$ cat config.mk
export PLATFORM = sky130hd
export DESIGN_NAME = uart_rx
export DESIGN_NICKNAME = d
export VERILOG_FILES = /design/src/rtl/uart_pkg.sv /design/src/rtl/uart_rx_sampler.sv /design/src/rtl/uart_rx.sv
export SDC_FILE = /design/constraint.sdc
export NUM_CORES = 1
export LEC_CHECK = 0
export CAP_MARGIN = 20
export CORE_UTILIZATION = 47
export CTS_CLUSTER_SIZE = 10
export DETAILED_ROUTE_END_ITERATION = 16
export PLACE_DENSITY = 0.64
export SLEW_MARGIN = 20
export SYNTH_ARGS = -nofsm -noshare
export SYNTH_HDL_FRONTEND = slang
export SYNTH_HIERARCHICAL = 1
export SYNTH_SLANG_ARGS = --single-unit
$ cat constraint.sdc
create_clock -name CLK -period 3.3 [get_ports CLK]
set_input_delay 0.99 -clock CLK [delete_from_list [all_inputs] [get_ports CLK]]
set_output_delay 0.99 -clock CLK [all_outputs]
set_load 0.02 [all_outputs]
$ cat src/rtl/uart_pkg.sv
// Shared UART definitions: FSM state codes, parity sense and default frame geometry.
// Used by both the receive and transmit paths.
package uart_pkg;

   typedef enum logic [2:0] {
      IDLE   = 3'd0,
      START  = 3'd1,
      DATA   = 3'd2,
      PARITY = 3'd3,
      STOP   = 3'd4
   } uart_state_e;

   localparam logic PAR_EVEN = 1'b0;
   localparam logic PAR_ODD  = 1'b1;

   localparam int DEF_DATA_WIDTH = 8;
   localparam int DEF_PRESCALE   = 8;

   function automatic logic majority3(input logic a, input logic b, input logic c);
      return (a & b) | (a & c) | (b & c);
   endfunction

endpackage

$ cat src/rtl/uart_rx_sampler.sv
// Per-bit oversampling counter with a three-point majority vote around mid-bit.
// Raises sample_done on the last oversample tick of each bit.
module uart_rx_sampler
   import uart_pkg::*;
#(
   parameter int PRESCALE = DEF_PRESCALE
) (
   input  logic clk,
   input  logic rst,
   input  logic run,
   input  logic rx,
   output logic sample_done,
   output logic sample_bit
);

   localparam int EW = $clog2(PRESCALE);
   localparam logic [EW-1:0] LAST   = EW'(PRESCALE - 1);
   localparam logic [EW-1:0] MID_LO = EW'(PRESCALE / 2 - 1);
   localparam logic [EW-1:0] MID    = EW'(PRESCALE / 2);
   localparam logic [EW-1:0] MID_HI = EW'(PRESCALE / 2 + 1);

   logic [EW-1:0] edge_cnt_q, edge_cnt_d;
   logic          s0_q, s0_d, s1_q, s1_d, s2_q, s2_d;
   logic          s2;

   always_comb begin
      edge_cnt_d = '0;
      s0_d       = s0_q;
      s1_d       = s1_q;
      s2_d       = s2_q;
      if (run) begin
         edge_cnt_d = (edge_cnt_q == LAST) ? '0 : edge_cnt_q + 1'b1;
         if (edge_cnt_q == MID_LO) s0_d = rx;
         if (edge_cnt_q == MID)    s1_d = rx;
         if (edge_cnt_q == MID_HI) s2_d = rx;
      end
      // At PRESCALE=4 the third sample point coincides with the decision tick
      s2          = (edge_cnt_q == MID_HI) ? rx : s2_q;
      sample_done = run && (edge_cnt_q == LAST);
      sample_bit  = majority3(s0_q, s1_q, s2);
   end

   always_ff @(posedge clk) begin
      if (rst) begin
         edge_cnt_q <= '0;
         s0_q       <= 1'b1;
         s1_q       <= 1'b1;
         s2_q       <= 1'b1;
      end else begin
         edge_cnt_q <= edge_cnt_d;
         s0_q       <= s0_d;
         s1_q       <= s1_d;
         s2_q       <= s2_d;
      end
   end

endmodule

$ cat src/rtl/uart_rx.sv
// UART receiver: start qualification, LSB-first deserialise, optional parity, stop check.
// Define UART_RX_IN_SYNC_EN to insert a 2-flop synchroniser on RX_IN (+2 cycles latency).
//
// state  | meaning
// IDLE   | line idle, waiting for a falling edge while armed
// START  | confirming the start bit at mid-bit
// DATA   | shifting in DATA_WIDTH payload bits
// PARITY | checking the parity bit against the payload
// STOP   | checking the stop bit, issuing the result strobe
module uart_rx
   import uart_pkg::*;
#(
   parameter int DATA_WIDTH = DEF_DATA_WIDTH,
   parameter int PRESCALE   = DEF_PRESCALE
) (
   input  logic                  CLK,
   input  logic                  RST,
   input  logic                  RX_IN,
   input  logic                  PAR_EN,
   input  logic                  PAR_TYP,
   output logic [DATA_WIDTH-1:0] P_DATA,
   output logic                  DATA_VLD,
   output logic                  PAR_ERR,
   output logic                  STP_ERR
);

   localparam int BCW = (DATA_WIDTH > 1) ? $clog2(DATA_WIDTH) : 1;
   localparam logic [BCW-1:0] BIT_LAST = BCW'(DATA_WIDTH - 1);

   logic rx;

`ifdef UART_RX_IN_SYNC_EN
   logic rx_meta_q, rx_meta_d, rx_sync_q, rx_sync_d;

   always_comb begin
      rx_meta_d = RX_IN;
      rx_sync_d = rx_meta_q;
   end

   always_ff @(posedge CLK) begin
      if (RST) begin
         rx_meta_q <= 1'b1;
         rx_sync_q <= 1'b1;
      end else begin
         rx_meta_q <= rx_meta_d;
         rx_sync_q <= rx_sync_d;
      end
   end

   assign rx = rx_sync_q;
`else
   assign rx = RX_IN;
`endif

   uart_state_e           state_q, state_d;
   logic [BCW-1:0]        bit_cnt_q, bit_cnt_d;
   logic [DATA_WIDTH-1:0] shift_q, shift_d;
   logic [DATA_WIDTH-1:0] p_data_q, p_data_d;
   logic                  par_en_q, par_en_d, par_typ_q, par_typ_d;
   logic                  par_mis_q, par_mis_d;
   logic                  armed_q, armed_d;
   logic                  data_vld_q, data_vld_d, par_err_q, par_err_d, stp_err_q, stp_err_d;
   logic                  start_det, run, sample_done, sample_bit;

   assign start_det = (state_q == IDLE) && armed_q && !rx;
   assign run       = (state_q != IDLE) || start_det;

   uart_rx_sampler #(.PRESCALE(PRESCALE)) u_sampler (
      .clk         (CLK),
      .rst         (RST),
      .run         (run),
      .rx          (rx),
      .sample_done (sample_done),
      .sample_bit  (sample_bit)
   );

   always_comb begin
      state_d    = state_q;
      bit_cnt_d  = bit_cnt_q;
      shift_d    = shift_q;
      p_data_d   = p_data_q;
      par_en_d   = par_en_q;
      par_typ_d  = par_typ_q;
      par_mis_d  = par_mis_q;
      // Arming only on a seen-high line keeps us off a frame already in flight
      armed_d    = armed_q | ((state_q == IDLE) && rx);
      data_vld_d = 1'b0;
      par_err_d  = 1'b0;
      stp_err_d  = 1'b0;
      case (state_q)
         IDLE: begin
            if (start_det) begin
               state_d   = START;
               bit_cnt_d = '0;
               par_en_d  = PAR_EN;
               par_typ_d = PAR_TYP;
               par_mis_d = 1'b0;
            end
         end
         START: begin
            if (sample_done) state_d = sample_bit ? IDLE : DATA;
         end
         DATA: begin
            if (sample_done) begin
               shift_d[bit_cnt_q] = sample_bit;
               if (bit_cnt_q == BIT_LAST) begin
                  bit_cnt_d = '0;
                  state_d   = par_en_q ? PARITY : STOP;
               end else begin
                  bit_cnt_d = bit_cnt_q + 1'b1;
               end
            end
         end
         PARITY: begin
            if (sample_done) begin
               par_mis_d = sample_bit != ((^shift_q) ^ (par_typ_q == PAR_ODD));
               state_d   = STOP;
            end
         end
         STOP: begin
            if (sample_done) begin
               stp_err_d = !sample_bit;
               par_err_d = par_mis_q;
               if (sample_bit && !par_mis_q) begin
                  p_data_d   = shift_q;
                  data_vld_d = 1'b1;
               end
               state_d = IDLE;
            end
         end
         default: state_d = IDLE;
      endcase
   end

   always_ff @(posedge CLK) begin
      if (RST) begin
         state_q    <= IDLE;
         bit_cnt_q  <= '0;
         shift_q    <= '0;
         p_data_q   <= '0;
         par_en_q   <= 1'b0;
         par_typ_q  <= 1'b0;
         par_mis_q  <= 1'b0;
         armed_q    <= 1'b0;
         data_vld_q <= 1'b0;
         par_err_q  <= 1'b0;
         stp_err_q  <= 1'b0;
      end else begin
         state_q    <= state_d;
         bit_cnt_q  <= bit_cnt_d;
         shift_q    <= shift_d;
         p_data_q   <= p_data_d;
         par_en_q   <= par_en_d;
         par_typ_q  <= par_typ_d;
         par_mis_q  <= par_mis_d;
         armed_q    <= armed_d;
         data_vld_q <= data_vld_d;
         par_err_q  <= par_err_d;
         stp_err_q  <= stp_err_d;
      end
   end

   assign P_DATA   = p_data_q;
   assign DATA_VLD = data_vld_q;
   assign PAR_ERR  = par_err_q;
   assign STP_ERR  = stp_err_q;

endmodule

# Word-level counts from Yosys, hierarchy flattened
# Cells that the tools add are included.
# totals
output_inout_bits,11
word_cells,91
in_bits,5
ff_bits,35
# op_classes
mux,21
bitwise,10
order_cmp,2
add_sub_neg,2
n_eq_ne,16
reduce_logical,25
# op_table
operator,n
$mux W3,10
$eq A3 B3 Y1 const B,5
$pmux W3 S5,1
$ne A2 B2 Y1 const B,6
$eq A3 B2 Y1 const B,3
$reduce_and A3 Y1,3
$bwmux W8,1
$reduce_and A2 Y1,4
$reduce_xor A8 Y1,1
$add A3 B1 Y3 const B,2
$logic_and A1 B1 Y1,6
$pmux W3 S2,1
$reduce_and A6 Y1,1
$reduce_or A3 Y1,2
$mux W1,5
$lt A3 B4 Y1 const B,1
$reduce_bool A2 Y1,2
$and A1 B1 Y1,3
$demux W1 S3,1
$eq A3 B1 Y1 const B,1
$ge A3 B1 Y1 const B,1
$logic_not A1 Y1,3
$logic_not A3 Y1,1
$not A1 Y1,3
7 further kinds,9

# Logic depth before layout (Yosys ltp)
# logic_depth
depth_word,8
ltp_mapped,10
mapped_depth_nobuf,9

# By module
# The synthesis kept the hierarchy.
# modules_own_cells
module,n_inst,cells_each,area_per_inst_um2
uart_rx,1,157,1396.3
uart_rx_sampler,1,31,314.1

# Worst setup path before layout
# No wires, ideal clock.
# synth_path
path_kind,input -> register
from,input port RX_IN
to,register p_data_q[3] (netlist: P_DATA[3])
required_time_ps,3172
path_slack_ps,893
arrival_time_ps,2280
setup_ps,128
cell_stages,8
path_cell_list,and2b_1 -> nor2b_1 -> inv_1 -> and2_1 -> buf_2 -> nand4_2 -> mux2i_1 -> nor2_1
# synth_lines
element,line_no,rtl
from (decl),uart_rx.sv:18,"input logic RX_IN,"
$logic_not A1 Y1,uart_rx.sv:65,assign start_det = (state_q == IDLE) && armed_q && !rx;
$logic_and A1 B1 Y1,uart_rx.sv:65,
$logic_or A1 B1 Y1,uart_rx.sv:66,assign run = (state_q != IDLE) || start_det;
named net run,uart_rx.sv:63,"logic start_det, run, sample_done, sample_bit;"
$logic_and A1 B1 Y1,uart_rx_sampler.sv:39,sample_done = run && (edge_cnt_q == LAST);
named net sample_done,uart_rx.sv:63,
$reduce_and A3 Y1 (no line),n/a,
to (signal assigned),uart_rx.sv:152,p_data_q <= p_data_d;
to (decl),uart_rx.sv:58,"logic [DATA_WIDTH-1:0] p_data_q, p_data_d;"
# The timed path passes the listed nets, and every way through them passes these cells.
# A chain may end at the register's enable or synchronous reset.

# Worst setup path after layout
# layout_path
from,input port RX_IN
to,register shift_q[3]
# layout_via
elab_chain_len,5
# layout_rtl
element,line_no,rtl
$logic_not A1 Y1,uart_rx.sv:65,
$logic_and A1 B1 Y1,uart_rx.sv:65,
$logic_or A1 B1 Y1,uart_rx.sv:66,
named net run,uart_rx.sv:63,
$logic_and A1 B1 Y1,uart_rx_sampler.sv:39,
named net sample_done,uart_rx.sv:63,
$reduce_and A2 Y1 (no line),n/a,
to (signal assigned),uart_rx.sv:151,shift_q <= shift_d;
to (decl),uart_rx.sv:57,"logic [DATA_WIDTH-1:0] shift_q, shift_d;"
# The timed path passes the listed nets, and every way through them passes these cells.

==> impl_metrics.csv <==
group,metric,value,unit
sta,tightest_slew,0.584,ns
finish,layoutNonFillerInstCount,250,
min_path,hp-start,"par_mis_q",
drt,post-route-drc-count,0,
sta,timing.fmax,346,MHz
worst_setup_path,endpoint_kind,"flop",
power,vdd_drop_max,0.208,mV
finish,finalNetCount,215,
yosys,syn_area,1710,um2
worst_setup_path,critPathSlowestCell,"clkdlybuf4s50_1",
power,total_leakage_power,0.787,nW
finish,drive_above_1_share,8.82,%
worst_setup_path,crit_required,3.54,ns
placed_design,dp_hpwl,2280,um
worst_setup_path,regToRegSetupSlack,0.96,ns
yosys,synth.top_cell.area_share,41.0,%
drt,drt_iter0_markers,62,
drt,drt-total-wl,3190,um
min_path,whs_path_depth,2,
floorplan,coreArea,3420,um2
yosys,postSynthAreaPerCell,9.10,um2
sta,fin_skew,0.00819,ns
sta,setup_violations,0,
drt,antenna_left,0,
floorplan,die_h,62.3,um
yosys,ys_ff_latch,35,
floorplan,io-pin-count,16,
cts,htree_levels,2,
worst_setup_path,rr_startpoint,"state_q[1]",
cts,max-clock-path-buffers,2,
job,cap_violations,0,
floorplan,die-area,3880,um2
cts,clk_latency,0.34,ns
drt,avgRoutedWirePerCell,12.7,um
cts,ctsHoldBuffers,0,
finish,n_fill_cell,339,
yosys,synth_most_common_cell,"dfxtp_1",
cts,cts_resized,0,
global_route,grt_max_degree,17,
cts,cts_sinks,35,
yosys,yosysSeqAreaShare,41.0,%
yosys,synthTopCellsByCount,"dfxtp_1 (35), nor2_1 (24), nand2_1 (18), mux2i_1 (15), nand3_1 (13)",
placed_design,place_inst,242,
yosys,synth_cell_types,46,
finish,multiInputGateArea,933,um2
placed_design,placed_area,1890,um2
yosys,synthArstFlopShare,0,%
worst_setup_path,r2r-end,"shift_q[3]",
global_route,grt_pass1_vias,1231,
floorplan,die_x,62.3,um
drt,vias,1318,
sta,period_minus_slack,2.89,ns
power,p_per_area,360,nW/um2
finish,syn_to_final_growth,13.2,%
worst_setup_path,reg2reg_depth,8,
outcome,status,"completed",
yosys,synth.net_count,200,
sta,rsz0062_at_grt,"false",
worst_setup_path,crit_type,"in -> reg",
sta,post-route-period-util,87.5,%
cts,root_buffer,"clkbuf_4",
finish,finish.utilization,56.7,%
placed_design,port_buffers,15,
yosys,synth-edff-count,0,
worst_setup_path,worstPathArrival,3.13,ns
floorplan,fp-row-count,21,
yosys,synth_area_leader_cell,"dfxtp_1",
global_route,overflow,0,
min_path,hold_class,"reg -> reg",
global_route,antenna_found_initial,0,
floorplan,initial_core_util,50.1,%
worst_setup_path,cp_slowest_stage_delay,0.51,ns
global_route,grt_pass1_wl,5660,um
worst_setup_path,start_kind,"primary input",
cts,post-cts-setup-buffers,0,
drt,viasPerCell,5.27,
finish,final_cell_area,1940,um2
yosys,ys_top_cells_by_area,"dfxtp_1 (41%), mux2i_1 (8.8%), nor2_1 (5.3%)",
finish,seqCellArea,701,um2
yosys,syn_inst,188,
cts,cts_buffers,5,
sta,hold_viol,0,
drt,first_pass_iters,6,
worst_setup_path,crit_chain,"clkdlybuf4s50_1 > and2b_1 > nor2b_1 > inv_1 > and2_1 > and4b_1 > nand3_1 > mux2i_1 > nor2_1",
yosys,yosysWarnings,6,
yosys,ys_dominant_reg_cell,"dfxtp_1",
sta,timing.setup.tns,0,ns
min_path,worst_hold_path.endpoint,"PAR_ERR",
global_route,grt_usage,18.9,%
cts,path_clk_slew,0.11,ns
worst_setup_path,cp_max_fo,12,
sta,drv_slew,0,
placed_design,place.gp.congestion,0.776,
cts,cts_tree,"built",
sta,relSlewSlack,61.0,%
finish,n_antenna_cell,0,
-- placed cells by master, fill, tap and decap left out, types with 2 or more instances in the layout --
cell / count
clkdlybuf4s50_1: 15
xnor2_1: 6
clkbuf_1: 2
clkbuf_4: 5
dfxtp_1: 35
nand2b_1: 4
a21oi_1: 12
nand2_1: 18
nand4_1: 3
nor3b_1: 2
nor2b_1: 3
mux2i_1: 15
nor2_1: 24
ha_1: 7
buf_4: 3
nand3_1: 13
nand4b_1: 3
inv_1: 6
-- worst max path at each step --
stage,start,end
after global placement,RX_IN,shift_q[3]
after detailed placement,RX_IN,P_DATA[2]
after global routing,RX_IN,shift_q[3]
after CTS,RX_IN,P_DATA[2]
final,RX_IN,shift_q[3]
after floorplan,RX_IN,P_DATA[3]
-- flip-flops by register name, indices dropped and copies added, names as in the netlist --
name	count
u_sampler/s2_q	1
STP_ERR	1
u_sampler/edge_cnt_q	3
state_q	3
u_sampler/s0_q	1
par_en_q	1
bit_cnt_q	3
u_sampler/s1_q	1
PAR_ERR	1
par_typ_q	1
P_DATA	8
shift_q	8
par_mis_q	1
armed_q	1
DATA_VLD	1
-- routing by layer --
metal | wire length (um) | part of all wire, % | global-route usage, %
met4 | 48 | 1.5 | 6.10
met2 | 1470 | 46 | 30.2
met5 | 0 | 0 | 0
met3 | 125 | 3.9 | 6.80
met1 | 1540 | 48 | 23.6
-- stage by stage --
stage | power [mW] | hold WS [ns] | setup WS (ns)
5_1_grt | 0.734 | 0.483 | 0.260
6_report | 0.698 | 0.474 | 0.411
3_3_place_gp | 0.481 | 0.452 | 0.167
3_5_place_dp | 0.482 | 0.463 | 0.0832
2_1_floorplan | 0.468 | 0.433 | 0.893
4_1_cts | 0.706 | 0.469 | 0.425
-- area by class of cell --
class | count | share of cell area, %
clock buffer | 7 | 2.33
clock inverter | 1 | 0.258
sequential | 35 | 36.2
timing repair buffer | 18 | 8.91
inverter | 6 | 1.16
tap | 46 | 2.97
multi-input combinational | 137 | 48.2
-- critical path: cells and delay by family --
kind	cells	cell delay, ns
buf+inv	2	0.58
mux	1	0.21
simple gates	6	1.34
-- cells by family (layout without fill, tap and decap cells) --
kind of cell / count (synthesis) / after routing / share of synthesized area [%]
buffers and inverters: 16 / 32 / 4.46
DFF: 35 / 35 / 41.0
AOI/OAI and AO/OA: 21 / 21 / 7.68
and+or+nand+nor: 85 / 85 / 27.1
xor gates and xnor gates: 7 / 7 / 4.39
muxes: 16 / 16 / 9.66
adders and majority gates: 8 / 8 / 5.78
-- power by group --
| group | switching [mW] | total [mW] | internal (mW) |
|---|---|---|---|
| Combinational | 0.0213 | 0.0402 | 0.0189 |
| Clock | 0.143 | 0.226 | 0.0831 |
| Sequential | 0.00567 | 0.432 | 0.426 |
| Total | 0.170 | 0.698 | 0.528 |
Power figures use the tool's default switching activity.
